===== config.mk =====
export PLATFORM = sky130hd
export DESIGN_NAME = bmp_vga_streamer
export DESIGN_NICKNAME = d
export VERILOG_FILES = /design/src/rtl/bmp_vga_streamer.sv
export SDC_FILE = /design/constraint.sdc
export NUM_CORES = 1
export LEC_CHECK = 0
export CORE_MARGIN = 8
export CORE_UTILIZATION = 55
export DETAILED_ROUTE_END_ITERATION = 6
export PLACE_DENSITY = 0.73
export RECOVER_POWER = 100
export SYNTH_ARGS = -nofsm -noshare
export SYNTH_HDL_FRONTEND = slang
export SYNTH_SLANG_ARGS = --single-unit

===== constraint.sdc =====
create_clock -name Clk -period 3.5 [get_ports Clk]
set_clock_uncertainty 0.2 [all_clocks]
set_input_delay 0.525 -clock Clk [delete_from_list [all_inputs] [get_ports Clk]]
set_output_delay 0.525 -clock Clk [all_outputs]
set_load 0.005 [all_outputs]

===== src/rtl/bmp_vga_streamer.sv =====
// Buffers the 24-bit bitmap pixel stream in a small FIFO and scans it out
// as 640x480@60 VGA, reporting frame/vblank/underflow status to software.
module bmp_vga_streamer #(
    parameter int unsigned H_ACTIVE   = 640,
    parameter int unsigned H_FP       = 16,
    parameter int unsigned H_SYNC     = 96,
    parameter int unsigned H_BP       = 48,
    parameter int unsigned V_ACTIVE   = 480,
    parameter int unsigned V_FP       = 10,
    parameter int unsigned V_SYNC     = 2,
    parameter int unsigned V_BP       = 33,
    parameter int unsigned FIFO_DEPTH = 16
) (
    input  logic        Clk,
    input  logic        Reset_n,
    input  logic [23:0] pix_data,
    input  logic        pix_valid,
    output logic        pix_ready,
    output logic        frame_start,
    output logic        in_vblank,
    output logic [15:0] underflow_cnt,
    output logic [7:0]  VGA_R,
    output logic [7:0]  VGA_G,
    output logic [7:0]  VGA_B,
    output logic        VGA_CLK,
    output logic        VGA_HS,
    output logic        VGA_VS,
    output logic        VGA_BLANK_N,
    output logic        VGA_SYNC_N
);

    localparam int unsigned H_TOTAL = H_ACTIVE + H_FP + H_SYNC + H_BP;
    localparam int unsigned V_TOTAL = V_ACTIVE + V_FP + V_SYNC + V_BP;
    localparam int unsigned HW      = $clog2(H_TOTAL);
    localparam int unsigned VW      = $clog2(V_TOTAL);
    localparam int unsigned AW      = $clog2(FIFO_DEPTH);

    localparam logic [HW-1:0] H_ACT_L  = HW'(H_ACTIVE);
    localparam logic [HW-1:0] H_SS_L   = HW'(H_ACTIVE + H_FP);
    localparam logic [HW-1:0] H_SE_L   = HW'(H_ACTIVE + H_FP + H_SYNC);
    localparam logic [HW-1:0] H_LAST_L = HW'(H_TOTAL - 1);
    localparam logic [VW-1:0] V_ACT_L  = VW'(V_ACTIVE);
    localparam logic [VW-1:0] V_SS_L   = VW'(V_ACTIVE + V_FP);
    localparam logic [VW-1:0] V_SE_L   = VW'(V_ACTIVE + V_FP + V_SYNC);
    localparam logic [VW-1:0] V_LAST_L = VW'(V_TOTAL - 1);
    localparam logic [AW:0]   DEPTH_L  = (AW + 1)'(FIFO_DEPTH);

    logic          pix_phase_q, pix_phase_d;
    logic [HW-1:0] h_cnt_q, h_cnt_d;
    logic [VW-1:0] v_cnt_q, v_cnt_d;
    logic [AW-1:0] wr_ptr_q, wr_ptr_d, rd_ptr_q, rd_ptr_d;
    logic [AW:0]   count_q, count_d;
    logic [23:0]   rgb_q, rgb_d;
    logic          hs_q, hs_d, vs_q, vs_d, blank_q, blank_d, vblank_q, vblank_d;
    logic [15:0]   uf_q, uf_d;
    logic [23:0]   fifo_mem [FIFO_DEPTH];

    logic pix_en, active, hs_n, vs_n, flush, fifo_empty, push, pop;

    always_comb begin
        pix_en      = pix_phase_q;
        active      = (h_cnt_q < H_ACT_L) && (v_cnt_q < V_ACT_L);
        hs_n        = !((h_cnt_q >= H_SS_L) && (h_cnt_q < H_SE_L));
        vs_n        = !((v_cnt_q >= V_SS_L) && (v_cnt_q < V_SE_L));
        flush       = pix_en && (h_cnt_q == '0) && (v_cnt_q == V_ACT_L);
        fifo_empty  = (count_q == '0);
        pix_ready   = Reset_n && (count_q < DEPTH_L);
        // Flush wins over a coincident push; pops never bypass an empty FIFO.
        push        = pix_valid && pix_ready && !flush;
        pop         = pix_en && active && !fifo_empty;
        frame_start = pix_en && (h_cnt_q == '0) && (v_cnt_q == '0);
    end

    always_comb begin
        pix_phase_d = !pix_phase_q;
        h_cnt_d     = h_cnt_q;
        v_cnt_d     = v_cnt_q;
        if (pix_en) begin
            if (h_cnt_q == H_LAST_L) begin
                h_cnt_d = '0;
                v_cnt_d = (v_cnt_q == V_LAST_L) ? '0 : v_cnt_q + 1'b1;
            end else begin
                h_cnt_d = h_cnt_q + 1'b1;
            end
        end
    end

    always_comb begin
        wr_ptr_d = push ? wr_ptr_q + 1'b1 : wr_ptr_q;
        rd_ptr_d = pop  ? rd_ptr_q + 1'b1 : rd_ptr_q;
        count_d  = count_q;
        if (push && !pop)      count_d = count_q + 1'b1;
        else if (pop && !push) count_d = count_q - 1'b1;
        if (flush) begin
            rd_ptr_d = wr_ptr_q;
            count_d  = '0;
        end
    end

    always_comb begin
        rgb_d    = rgb_q;
        hs_d     = hs_q;
        vs_d     = vs_q;
        blank_d  = blank_q;
        vblank_d = vblank_q;
        uf_d     = uf_q;
        if (pix_en) begin
            hs_d     = hs_n;
            vs_d     = vs_n;
            blank_d  = active;
            vblank_d = (v_cnt_q >= V_ACT_L);
            rgb_d    = pop ? fifo_mem[rd_ptr_q] : '0;
            if (active && fifo_empty && (uf_q != '1)) uf_d = uf_q + 1'b1;
        end
    end

    always_ff @(posedge Clk) begin
        if (!Reset_n) begin
            pix_phase_q <= 1'b0;
            h_cnt_q     <= '0;
            v_cnt_q     <= '0;
            wr_ptr_q    <= '0;
            rd_ptr_q    <= '0;
            count_q     <= '0;
            rgb_q       <= '0;
            hs_q        <= 1'b1;
            vs_q        <= 1'b1;
            blank_q     <= 1'b0;
            vblank_q    <= 1'b0;
            uf_q        <= '0;
        end else begin
            pix_phase_q <= pix_phase_d;
            h_cnt_q     <= h_cnt_d;
            v_cnt_q     <= v_cnt_d;
            wr_ptr_q    <= wr_ptr_d;
            rd_ptr_q    <= rd_ptr_d;
            count_q     <= count_d;
            rgb_q       <= rgb_d;
            hs_q        <= hs_d;
            vs_q        <= vs_d;
            blank_q     <= blank_d;
            vblank_q    <= vblank_d;
            uf_q        <= uf_d;
        end
    end

    always_ff @(posedge Clk) begin
        if (push) fifo_mem[wr_ptr_q] <= pix_data;
    end

    assign VGA_CLK       = pix_phase_q;
    assign VGA_R         = rgb_q[23:16];
    assign VGA_G         = rgb_q[15:8];
    assign VGA_B         = rgb_q[7:0];
    assign VGA_HS        = hs_q;
    assign VGA_VS        = vs_q;
    assign VGA_BLANK_N   = blank_q;
    assign VGA_SYNC_N    = 1'b0;
    assign in_vblank     = vblank_q;
    assign underflow_cnt = uf_q;

endmodule


# Word-level counts from Yosys, hierarchy flattened
# Memories as Yosys holds them, arrays and structs flattened. A register that Yosys moved wholly into a read port is not among the register bits.
# Index checks and enable logic that the tools add are counted.
[classes]
add_sub_neg = 7
n_mul = 0
n_div = 0
order_cmp = 8
n_eq_ne = 4
shift = 0
n_mux = 11
bitwise = 1
n_reduce_logical = 30
[ops]
columns = ["op", "n"]
rows = [
  ["$mux W24", 1],
  ["$add A10 B1 Y10 const B", 2],
  ["$eq A10 B10 Y1 const B", 2],
  ["$ge A10 B9 Y1 const B", 2],
  ["$logic_not A10 Y1", 2],
  ["$lt A10 B10 Y1 const B", 2],
  ["$lt A10 B9 Y1 const B", 2],
  ["$mux W10", 2],
  ["$add A16 B1 Y16 const B", 1],
  ["$mux W4", 4],
  ["$ne A16 B16 Y1 const B", 1],
  ["$logic_and A1 B1 Y1", 15],
  ["$eq A10 B9 Y1 const B", 1],
  ["$ge A10 B10 Y1 const B", 1],
  ["$mux W5", 2],
  ["$add A4 B1 Y4 const B", 2],
  ["$logic_not A1 Y1", 7],
  ["$add A5 B1 Y5 const B", 1],
  ["$logic_not A5 Y1", 1],
  ["$lt A5 B5 Y1 const B", 1],
  ["$sub A5 B1 Y5 const B", 1],
  ["$reduce_and A2 Y1", 2],
  ["$reduce_bool A2 Y1", 2],
  ["$mux W1", 2],
  ["other kinds (2)", 2],
]
[word_totals]
reg_bits = 78
latchBits = 0
ram_bits = 384
rom_bits = 0
in_bits = 27
output_inout_bits = 48
wordCells = 74
mem_count = 1
[memory_table]
columns = ["memory", "depth", "word_bits", "rd", "rd_clocked_by_memory_dff", "write_ports", "line_no", "source"]
rows = [
  ["fifo_mem", 16, 24, 1, 1, 1, "56", "logic [23:0] fifo_mem [FIFO_DEPTH];"],
]

# Longest topological paths before layout
[depth]
depth_word = 9
depth_mapped = 14
depth_no_buf = 13

# Least setup slack after synthesis
# No wires, ideal clock.
[synth_path]
path_kind = "register to register"
startpoint = "register h_cnt_q[0]"
endpoint = "register count_q[4]"
setup_time_ns = 0.070
t_arrival_ns = 2.864
t_required_ns = 3.230
path_slack_ns = 0.366
stages_incl_launch_ff = 15
path_buffers = 1
synth_period_minus_slack_ns = 3.134
cell_sequence = "dfxtp_1 inv_1 ha_1 nor4b_1 and4_1 a31oi_1 clkbuf_1 ha_1 inv_1 fa_1 a21o_1 a21oi_1 xnor2_1 or3_1 a21oi_1"
[synth_via]
elab_chain_len = 8
[synth_lines]
columns = ["item", "line_no", "source"]
rows = [
  ["from (decl)", "49", "logic [HW-1:0] h_cnt_q, h_cnt_d;"],
  ["from (signal assigned)", "133", "h_cnt_q <= h_cnt_d;"],
  ["$logic_not A10 Y1 *", "65", "flush = pix_en && (h_cnt_q == '0) && (v_cnt_q == V_ACT_L);"],
  ["$logic_and A1 B1 Y1 * (2 in series)", "65", ""],
  ["$logic_not A1 Y1 *", "69", "push = pix_valid && pix_ready && !flush;"],
  ["$logic_and A1 B1 Y1 *", "69", ""],
  ["via push", "58", "logic pix_en, active, hs_n, vs_n, flush, fifo_empty, push, pop;"],
  ["$logic_not A1 Y1", "93", "else if (pop && !push) count_d = count_q - 1'b1;"],
  ["$logic_and A1 B1 Y1", "93", ""],
  ["$reduce_bool A2 Y1 (no source line)", "--", ""],
  ["to (signal assigned)", "137", "count_q <= count_d;"],
  ["to (decl)", "52", "logic [AW:0] count_q, count_d;"],
]
# Mark *: on every way through the listed nets, which the timed path passes. The rest lies on a longest branch.
# A chain may end at the register's enable or synchronous reset.

# Worst setup path after layout
[layout_path]
startpoint = "register h_cnt_q[0]"
endpoint = "memory fifo_mem[2][5], enable pin"
[layout_via]
elab_chain_len = 7
[layout_lines]
columns = ["item", "line_no", "source"]
rows = [
  ["$logic_not A10 Y1", "65", ""],
  ["$logic_and A1 B1 Y1 (2 in series)", "65", ""],
  ["$logic_not A1 Y1", "69", ""],
  ["$logic_and A1 B1 Y1", "69", ""],
  ["$mux W1", "148", "if (push) fifo_mem[wr_ptr_q] <= pix_data;"],
  ["$mux W1 (implied by the code)", "148", ""],
  ["to (decl)", "56", ""],
]
# Every way passes these cells.

==> impl_metrics.env <==
export IMPL_cts_tree="done"
export IMPL_clockRootBuffer="clkbuf_16"
export IMPL_r2r_start="h_cnt_q[0]"
export IMPL_yosysUniqueCellTypes=49
export IMPL_vias=9329
export IMPL_fin_nets=1149
export IMPL_switchingPower_mw=2.84
export IMPL_status="completed"
export IMPL_portBuffers=73
export IMPL_worst_slew_pin_slew_ns=1.10
export IMPL_finalWorstSetupSlack_ns=0.259
export IMPL_synthesis_nets=1031
export IMPL_crit_fanout=20
export IMPL_cpPeakStageDelay_ns=0.56
export IMPL_drtIter0Drc=686
export IMPL_min_path_type="register to register"
export IMPL_max_freq_mhz=309
export IMPL_postSynthAreaPerCell_um2=18.4
export IMPL_grt_first_pass_wirelength_um=57700
export IMPL_antenna_found_initial=1
export IMPL_core_um2=32500
export IMPL_critPathArrivalTime_ns=3.21
export IMPL_rr_worst_depth=8
export IMPL_holdWs_ns=0.248
export IMPL_finalHoldViolations=0
export IMPL_die_w_um=198
export IMPL_ios=75
export IMPL_yosys_top_cells_count="edfxtp_1 (384), mux4_2 (96), dfxtp_1 (82)"
export IMPL_via_per_inst=5.89
export IMPL_initial_core_util_pct=55.7
export IMPL_post_cts_buffers=0
export IMPL_maxCapViolations=0
export IMPL_crit_chain="inv_1, ha_1, nor4b_1, and4_1, a31oi_1, clkbuf_1, and3_1, buf_2"
export IMPL_synth_main_ff_cell="edfxtp_1"
export IMPL_dieArea_um2=39000
export IMPL_yosys_area_share_adder_pct=1.15
export IMPL_pwr_share_comb_pct=10.2
export IMPL_n_antenna_cell=0
export IMPL_slew_violations=0
export IMPL_ys_ff_latch=466
export IMPL_total_power_mw=12.6
export IMPL_required_ns=3.47
export IMPL_die_y_um=198
export IMPL_synth_area_mux_share_pct=15.1
export IMPL_synthCells=988
export IMPL_whs_endpoint="rgb_q[8]"
export IMPL_grt_setup_unrepaired="false"
export IMPL_yosysMostFrequentCell="edfxtp_1"
export IMPL_crit_type="register to register"
export IMPL_setup_violations_final=0
export IMPL_crit_start="h_cnt_q[0]"
export IMPL_cts_resized=0
export IMPL_finalWorstPathRequiredPeriod_ns=3.24
export IMPL_drive_above_1_share_pct=17.1
export IMPL_insertion_delay_ns=0.55
export IMPL_hpwl_um=20500
export IMPL_ys_warn_count=0
export IMPL_synth_compound_area_share_pct=3.36
export IMPL_rows=66
export IMPL_end_kind="register"
export IMPL_cpMaxStageDelayCell="buf_2"
export IMPL_switching_share_pct=22.5
export IMPL_ctsLongestPathBuffers=3
export IMPL_synth_top_area_cell="edfxtp_1"
export IMPL_pre_cts_ws_ns=0.122
export IMPL_yosysTopAreaCellShare_pct=63.6
export IMPL_fin_util_pct=64.6
export IMPL_p_per_area_nw_per_um2=601
export IMPL_rrSetupSlack_ns=0.26
export IMPL_synth_top_family_by_area="multiplexers"
export IMPL_grt_usage_pct=19.4
export IMPL_grt_pass1_vias=9629
export IMPL_grt_ovfl_total=0
export IMPL_route_antenna_remaining_nets=0
export IMPL_fin_setup_tns_ns=0
export IMPL_cts_made_buffers=47
export IMPL_synthArstFlopShare_pct=0
export IMPL_route_detailed_drc=0
export IMPL_cts_clk_slew_worst_paths_ns=0.06
export IMPL_area_growth_syn_to_layout_pct=15.8
export IMPL_ir_drop_mv=0.421
export IMPL_yosys_top_cells_area="edfxtp_1 (64%), mux4_2 (12%), dfxtp_1 (9.1%)"
export IMPL_crit_path_start_kind="register"
export IMPL_synth_edf_count=384
export IMPL_p_leak_nw=7.05
export IMPL_htree_levels=2
export IMPL_slew_limit_headroom_pct=26.8
export IMPL_fin_crit_sh_pct=92.6
export IMPL_hold_depth=1
export IMPL_intPower_mw=9.77
export IMPL_pwr_share_seq_pct=51.0
export IMPL_rr_endpoint="fifo_mem[2][5]"
export IMPL_cts_hold_buf=0
export IMPL_grt_max_degree=51
export IMPL_wire_per_inst_um=23.6
export IMPL_synth_simple_area_share_pct=4.98
export IMPL_synthXorXnorAreaFrac_pct=1.30
export IMPL_firstDrtPassIters=5
export IMPL_wirelength_um=37400
export IMPL_power_clock_fraction_pct=38.8
export IMPL_min_from="rgb_q[8]"
export IMPL_clock_sinks=466
export IMPL_syn_area_um2=18100
export IMPL_gp_congestion=0.772
export IMPL_ys_seq_area_share_pct=72.6
-- kinds of logic (layout without fill, tap and decap cells) --
kind of cell             count (synthesis)  count (layout)
AND/OR/NAND/NOR                        170             170
adder cells (fa/ha/maj)                 16              16
other                                    1               1
flip-flops                             466             466
AO/OA/AOI/OAI                           92              92
multiplexers                           154             154
buffers and inverters                   62             217
XOR/XNOR                                27              27
-- area by class of cell --
type / count / area (um2)
Fill cell: 2291 / 11500
Inverter: 14 / 52.6
Sequential cell: 466 / 13200
Multi-Input combinational cell: 460 / 4690
Clock inverter: 15 / 161
Clock buffer: 71 / 1360
Tap cell: 442 / 553
Timing Repair Buffer: 117 / 1000
-- power groups by stage --
stage	Sequential (mW)	Clock, mW	Combinational [mW]
after floorplan	6.39	0	0.973
after global placement	6.55	0	1.31
after detailed placement	6.55	0	1.34
after CTS	6.44	4.98	1.35
after global routing	6.46	5.19	1.41
final	6.43	4.89	1.29
-- layer usage --
metal  up-vias  share of wire [%]  track usage [%]  wire length, um
met4         0                2.3             5.34              850
met3        53                6.4             3.68             2400
met1      4798                 43             26.3            15900
li1       4196                  -                -                -
met5         -                  0                0                0
met2       282                 49             32.2            18200
-- worst max path at each step --
stage / cells after the start / end / slack (ns)
6_report: 8 / fifo_mem[2][5] / 0.26
4_1_cts: 6 / frame_start / 0.31
3_5_place_dp: 12 / count_q[4] / 0.12
2_1_floorplan: 14 / count_q[4] / 0.37
3_3_place_gp: 12 / count_q[4] / 0.18
5_1_grt: 8 / fifo_mem[0][6] / 0.06
-- sequential cells by signal, summed over array words and instances (netlist names), 4 cells and up, named ones only --
register and count:
rgb_q 24, underflow_cnt 16, count_q 5, v_cnt_q 10, rd_ptr_q 4, fifo_mem 384
wr_ptr_q 4, h_cnt_q 10
-- critical path, delay by kind of cell, from the launching register on --
family,cells,cell delay (ns)
and+or+nand+nor,3,0.65
adders and majority gates,1,0.20
AOI/OAI and AO/OA,1,0.23
buffers and inverters,3,1.17
DFF,1,0.39
-- per-stage QoR --
step / instance area [um2] / instances
final: 21000 / 1585
after floorplan: 18100 / 988
after global placement: 19600 / 1499
after CTS: 21100 / 1585
after detailed placement: 19600 / 1499
after global routing: 21000 / 1585
-- cell usage in the layout (no fill, tap or decap), drive strengths merged, types with 23 or more instances in the layout --
| master | netlist | layout |
|---|---|---|
| o22ai | 23 | 23 |
| dfxtp | 82 | 82 |
| a21o | 25 | 25 |
| mux2i | 58 | 58 |
| edfxtp | 384 | 384 |
| nor2 | 41 | 41 |
| nand2 | 26 | 26 |
| mux4 | 96 | 96 |
| clkbuf | 22 | 104 |
| and3 | 25 | 25 |
| dlygate4sd3 | 0 | 72 |
Power figures use the tool's default switching activity.
